===== src/rtl/inst_fetch.sv =====
// inst_fetch: PC register, in-order imem word reads, FETCH_DEPTH-entry FIFO to decode.
// Optional FETCH_ADEL_CHK_EN: adds out_adel and turns misaligned fetches into marker entries.
module inst_fetch #(
    parameter logic [31:0] RESET_PC    = 32'hBFC0_0000,
    parameter int          FETCH_DEPTH = 2
) (
    input  logic        clk,
    input  logic        resetn,
    input  logic        redirect_valid,
    input  logic [31:0] redirect_pc,
    output logic        imem_req,
    output logic [31:0] imem_addr,
    input  logic        imem_gnt,
    input  logic        imem_rvalid,
    input  logic [31:0] imem_rdata,
    output logic        out_valid,
    input  logic        out_ready,
    output logic [31:0] out_inst,
`ifdef FETCH_ADEL_CHK_EN
    output logic        out_adel,
`endif
    output logic [31:0] out_pc
);
    localparam int AW = (FETCH_DEPTH > 1) ? $clog2(FETCH_DEPTH) : 1;
    localparam int CW = AW + 1;
    localparam logic [CW:0] DEPTH_W = (CW+1)'(FETCH_DEPTH);
    localparam logic [0:0] S_RUN   = 1'b0;
    localparam logic [0:0] S_DRAIN = 1'b1;

    logic [31:0]   r_pc;
    logic [0:0]    r_state;
    logic [CW-1:0] r_outst;
    logic [CW-1:0] r_drop;
    logic [CW-1:0] r_cnt;
    logic [AW-1:0] r_wptr;
    logic [AW-1:0] r_rptr;
    logic [AW-1:0] r_tag_wptr;
    logic [AW-1:0] r_tag_rptr;
    logic [31:0]   r_fifo_inst [FETCH_DEPTH];
    logic [31:0]   r_fifo_pc   [FETCH_DEPTH];
    logic [31:0]   r_tag_pc    [FETCH_DEPTH];

    logic          w_credit;
    logic          w_issue;
    logic          w_halt;
    logic          w_gnt;
    logic          w_accept;
    logic          w_owed;
    logic          w_push;
    logic          w_pop;
    logic          w_adel_push;
    logic [31:0]   w_redir_pc;
    logic [31:0]   w_reset_pc;
    logic [31:0]   w_push_pc;
    logic [31:0]   w_push_inst;
    logic [CW-1:0] w_drop_nxt;
    logic [CW-1:0] w_outst_nxt;
    logic [CW-1:0] w_cnt_nxt;

    // Responses in flight plus buffered words may never exceed the FIFO size.
    assign w_credit = ({1'b0, r_outst} + {1'b0, r_cnt}) < DEPTH_W;
    assign w_issue  = resetn & !redirect_valid & w_credit
                    & (r_state == S_RUN) & !w_halt;

`ifdef FETCH_ADEL_CHK_EN
    logic r_halt;
    logic r_fifo_adel [FETCH_DEPTH];
    logic w_mis;

    assign w_mis       = r_pc[1:0] != 2'b00;
    assign w_halt      = r_halt;
    assign imem_req    = w_issue & !w_mis;
    // Marker waits for in-flight words so it lands behind them in order.
    assign w_adel_push = w_issue & w_mis & (r_outst == '0);
    assign w_redir_pc  = redirect_pc;
    assign w_reset_pc  = RESET_PC;
    assign out_adel    = out_valid & r_fifo_adel[r_rptr];

    // Fetch stops after a misaligned marker until software redirects.
    always_ff @(posedge clk or negedge resetn) begin
        if (!resetn) begin
            r_halt <= 1'b0;
        end else if (redirect_valid) begin
            r_halt <= 1'b0;
        end else if (w_adel_push) begin
            r_halt <= 1'b1;
        end
    end

    // Marker flag storage alongside each FIFO entry.
    always_ff @(posedge clk) begin
        if (w_push) begin
            r_fifo_adel[r_wptr] <= w_adel_push;
        end
    end
`else
    assign w_halt      = 1'b0;
    assign imem_req    = w_issue;
    assign w_adel_push = 1'b0;
    assign w_redir_pc  = redirect_pc & 32'hFFFF_FFFC;
    assign w_reset_pc  = RESET_PC & 32'hFFFF_FFFC;
`endif

    assign imem_addr = r_pc;
    assign w_gnt     = imem_req & imem_gnt;
    assign w_accept  = imem_rvalid & (r_drop == '0) & (r_outst != '0);
    assign w_owed    = imem_rvalid & ((r_drop != '0) | (r_outst != '0));
    assign w_push    = (w_accept & !redirect_valid) | w_adel_push;
    assign w_pop     = out_valid & out_ready & !redirect_valid;

    assign w_push_pc   = w_adel_push ? r_pc : r_tag_pc[r_tag_rptr];
    assign w_push_inst = w_adel_push ? 32'h0 : imem_rdata;

    assign out_valid = r_cnt != '0;
    assign out_inst  = out_valid ? r_fifo_inst[r_rptr] : 32'h0;
    assign out_pc    = out_valid ? r_fifo_pc[r_rptr] : 32'h0;

    // Next counts: a redirect turns owed responses into ones to discard.
    always_comb begin
        w_drop_nxt  = r_drop;
        w_outst_nxt = r_outst;
        w_cnt_nxt   = r_cnt;
        if (redirect_valid) begin
            w_drop_nxt  = r_drop + r_outst - CW'(w_owed);
            w_outst_nxt = '0;
            w_cnt_nxt   = '0;
        end else begin
            if (imem_rvalid && (r_drop != '0)) begin
                w_drop_nxt = r_drop - CW'(1);
            end
            unique case ({w_gnt, w_accept})
                2'b10:   w_outst_nxt = r_outst + CW'(1);
                2'b01:   w_outst_nxt = r_outst - CW'(1);
                default: w_outst_nxt = r_outst;
            endcase
            unique case ({w_push, w_pop})
                2'b10:   w_cnt_nxt = r_cnt + CW'(1);
                2'b01:   w_cnt_nxt = r_cnt - CW'(1);
                default: w_cnt_nxt = r_cnt;
            endcase
        end
    end

    // PC, counters and RUN/DRAIN state.
    always_ff @(posedge clk or negedge resetn) begin
        if (!resetn) begin
            r_pc    <= w_reset_pc;
            r_state <= S_RUN;
            r_outst <= '0;
            r_drop  <= '0;
            r_cnt   <= '0;
        end else begin
            if (redirect_valid) begin
                r_pc <= w_redir_pc;
            end else if (w_gnt) begin
                r_pc <= r_pc + 32'd4;
            end
            r_state <= (w_drop_nxt != '0) ? S_DRAIN : S_RUN;
            r_outst <= w_outst_nxt;
            r_drop  <= w_drop_nxt;
            r_cnt   <= w_cnt_nxt;
        end
    end

    // FIFO and tag-queue pointers; a redirect empties both.
    always_ff @(posedge clk or negedge resetn) begin
        if (!resetn) begin
            r_wptr     <= '0;
            r_rptr     <= '0;
            r_tag_wptr <= '0;
            r_tag_rptr <= '0;
        end else if (redirect_valid) begin
            r_wptr     <= '0;
            r_rptr     <= '0;
            r_tag_wptr <= '0;
            r_tag_rptr <= '0;
        end else begin
            if (w_push) r_wptr <= r_wptr + AW'(1);
            if (w_pop) r_rptr <= r_rptr + AW'(1);
            if (w_gnt) r_tag_wptr <= r_tag_wptr + AW'(1);
            if (w_accept) r_tag_rptr <= r_tag_rptr + AW'(1);
        end
    end

    // Entry storage; contents only matter behind valid pointers.
    always_ff @(posedge clk) begin
        if (w_push) begin
            r_fifo_inst[r_wptr] <= w_push_inst;
            r_fifo_pc[r_wptr]   <= w_push_pc;
        end
        if (w_gnt) begin
            r_tag_pc[r_tag_wptr] <= r_pc;
        end
    end
endmodule


===== config.mk =====
export PLATFORM = sky130hd
export DESIGN_NAME = inst_fetch
export DESIGN_NICKNAME = d
export VERILOG_FILES = /design/src/rtl/inst_fetch.sv
export SDC_FILE = /design/constraint.sdc
export NUM_CORES = 1
export LEC_CHECK = 0
export ABC_CLOCK_PERIOD_IN_PS = 8760
export CORE_ASPECT_RATIO = 0.7
export CORE_MARGIN = 4
export CORE_UTILIZATION = 37
export CTS_CLUSTER_DIAMETER = 200
export CTS_CLUSTER_SIZE = 12
export DETAILED_ROUTE_END_ITERATION = 8
export PLACE_DENSITY = 0.68
export SLEW_MARGIN = 20
export SYNTH_ARGS = -nofsm -noshare
export SYNTH_HDL_FRONTEND = slang
export SYNTH_SLANG_ARGS = --single-unit

===== constraint.sdc =====
create_clock -name clk -period 8.76 [get_ports clk]
set_clock_uncertainty 0.15 [all_clocks]
set_input_delay 2.19 -clock clk [delete_from_list [all_inputs] [get_ports clk]]
set_output_delay 2.19 -clock clk [all_outputs]
set_load 0.02 [all_outputs]

==> metrics.cfg <==
[outcome]
status=complete, no violations

[finish]
area_growth_pct=28.1
drive_above_1_share=0.117
fin_area_um2=11900
final_common_cell=edfxtp_1
layout.nets=870
n_antenna_cell=0
mostFrequentLayoutCells=edfxtp_1 (184), clkdlybuf4s50_1 (159), nor2_1 (87), mux2i_1 (64), nand2_1 (34)

[synthesis]
synthCells=628
yosysSeqAreaShare=0.708
synth-edff-count=184
synth_top_area_share=0.596
yosys_warnings=0
async_flop_share=0.182
synth_top_cell_by_area=edfxtp_1
synth_cell_types=50
synth_area_leaders=edfxtp_1 (60%), dfrtp_1 (8.6%), mux2i_1 (6.9%), mux2_2 (3.6%), nor2_1 (3.6%)
syn_area_per_cell_um2=14.8
yosys_most_used_dff=edfxtp_1
ys_seq_elements=225
netlist_area_um2=9270

[routing]
ant_nets=0
met1Wirelength_mm=9.86
drc=0
drtIter0Drc=367
met2_wirelength_mm=9.31
wl_met3_mm=1.53
wl_mm=21.1
vias=5646
first_pass_iters=4
wire_per_inst_um=18.6
viasPerCell=4.97
routed.top_layer=met4

[power]
pwr-share-comb=0.090
clockPowerShare=0.373
pwr-share-seq=0.537
p_switching_mw=0.509
p_int_mw=1.79
p_per_area_nw_per_um2=194
irDropWorstVdd_mv=0.117
p_total_mw=2.30
p_leak_nw=3.94
switching_share=0.222

[cts]
clk-insertion-delay-late_ns=0.50
cts_setup_buffers=0
clockRootBuffer=clkbuf_16
numCtsBuffers=22
clkSinkCount=225
clk_pin_slew_ns=0.06
cts_tree=built
hold_buffers=0
htreeDepth=1
clockBufferDepth=3
post_cts_resized=0

[floorplan]
pin_count=168
dieArea_um2=27700
start_util=0.376
rows=48
core_area_um2=24600
dieWidth_um=197
die_h_um=140

[setup_path]
r2r_slack_ns=4.68
r2r_cells=6
path_buf_inv=3
startpoint=resetn
cp_data_arrival_time_ns=3.97
r2r-start=r_outst[0]
cp_cell_sequence=buf_2 > buf_4 > nor4b_4 > nor2b_1 > clkdlybuf4s50_1
cpPeakStageDelay_ns=0.62
rr_endpoint=r_tag_pc[0][20]
cp_max_fo=42
start_kind=primary input
end_kind=primary output
crit_required_ns=6.42
critical-path-top-delay-family=buffers and inverters
critPathKind=primary input to primary output
cp_slowest_cell=clkdlybuf4s50_1

[timing]
max_slew.worst_pin.slew_ns=1.04
slew-limit-headroom=0.303
setup_violations=0
rsz0062_at_grt=no
totalNegativeSetupSlack_ns=0
finalCriticalPeriod_ns=6.31
hold_viol=0
timing.fmax_mhz=158
finalCritPeriodShare=0.721
slew_violations=0

[placed_design]
port_buffers=161
gp_congestion=0.779
hpwl_mm=13.7
placed_area_um2=11200

[grt]
grt_max_degree=56
grt_overflow=0
grt_pass1_vias=5573
antenna_found_initial=0
grt_pass1_wl_mm=32.5
grt_util_all_layers=0.150

[min_path]
hold_end=r_drop[1]
hp-start=r_drop[1]
hold_depth=1
hp-class=flop to flop

[job]
cap_violations=0

[how the worst max path moves through the flow]
| stage | end | slack (ns) | cells after the start |
|---|---|---|---|
| floorplan | r_fifo_inst[1][0] | 0.77 | 4 |
| global placement | imem_req | 2.40 | 5 |
| detailed placement | imem_req | 2.42 | 5 |
| CTS | imem_req | 2.39 | 5 |
| global route | imem_req | 2.24 | 5 |
| finish | imem_req | 2.45 | 5 |
[metrics by stage]
stage | setup WS [ns] | hold slack, ns | instances | util
2_1_floorplan | 0.767 | 0.314 | 631 | -
3_3_place_gp | 2.40 | 0.340 | 1096 | 0.456
3_5_place_dp | 2.42 | 0.344 | 1096 | 0.456
4_1_cts | 2.39 | 0.352 | 1136 | 0.482
5_1_grt | 2.24 | 0.375 | 1136 | 0.482
6_report | 2.45 | 0.354 | 1136 | 0.482
[sequential cells by signal, summed over array words and instances (netlist names)]
register	flops
r_tag_pc	60
r_fifo_pc	60
r_outst	2
r_rptr	1
r_fifo_inst	64
r_wptr	1
r_drop	2
r_cnt	2
imem_addr	30
r_state	1
r_tag_wptr	1
r_tag_rptr	1
[power groups by stage]
| stage | clock (mW) | combinational [mW] | sequential, mW |
|---|---|---|---|
| 6_report | 0.857 | 0.207 | 1.23 |
| 5_1_grt | 0.927 | 0.225 | 1.24 |
| 4_1_cts | 0.884 | 0.209 | 1.23 |
| 3_5_place_dp | 0 | 0.208 | 1.26 |
| 3_3_place_gp | 0 | 0.204 | 1.25 |
| 2_1_floorplan | 0 | 0.0957 | 1.26 |
[per-layer routing]
layer  up-vias  GRT usage
li1       2679          -
met5         -          0
met1      2746      0.220
met2       188      0.232
met4         0     0.0288
met3        33     0.0337
[cell type report]
cell class,instances,area (um^2)
Fill cell,2142,12800
Sequential cell,225,6570
Multi-Input combinational cell,364,2530
Timing Repair Buffer,172,1680
Clock buffer,39,636
Tap cell,325,407
Inverter,10,37.5
Clock inverter,1,5.00
[cells by family after synthesis]
logic type,Yosys count,synth area share
mux,94,0.106
buf+inv,42,0.0219
compound gates,65,0.0475
xor+xnor,13,0.0138
simple gates,183,0.0953
other cells,1,0.000405
fa+ha+maj,5,0.00756
flops,225,0.708
[synth_stat cells (3+ instances only)]
master    number
and3_1         5
buf_2          6
edfxtp_1     184
nor3b_1        4
buf_1          4
buf_4          6
o211ai_1       4
mux2_2        30
a221o_1        6
inv_1         10
a31o_2         6
a31oi_1        3
nor2_1        89
o311ai_0       6
o21ai_0       25
nor3_1         4
clkbuf_1      14
nor2b_1        5
xnor2_1        5
and2_1         5
nand2_1       34
dfstp_2        9
nand3_1       12
a21oi_1        6
xor2_1         7
ha_1           4
mux2i_1       64
nand4_1       14
dfrtp_1       32
Note: power is estimated with default switching activity, not from simulation.
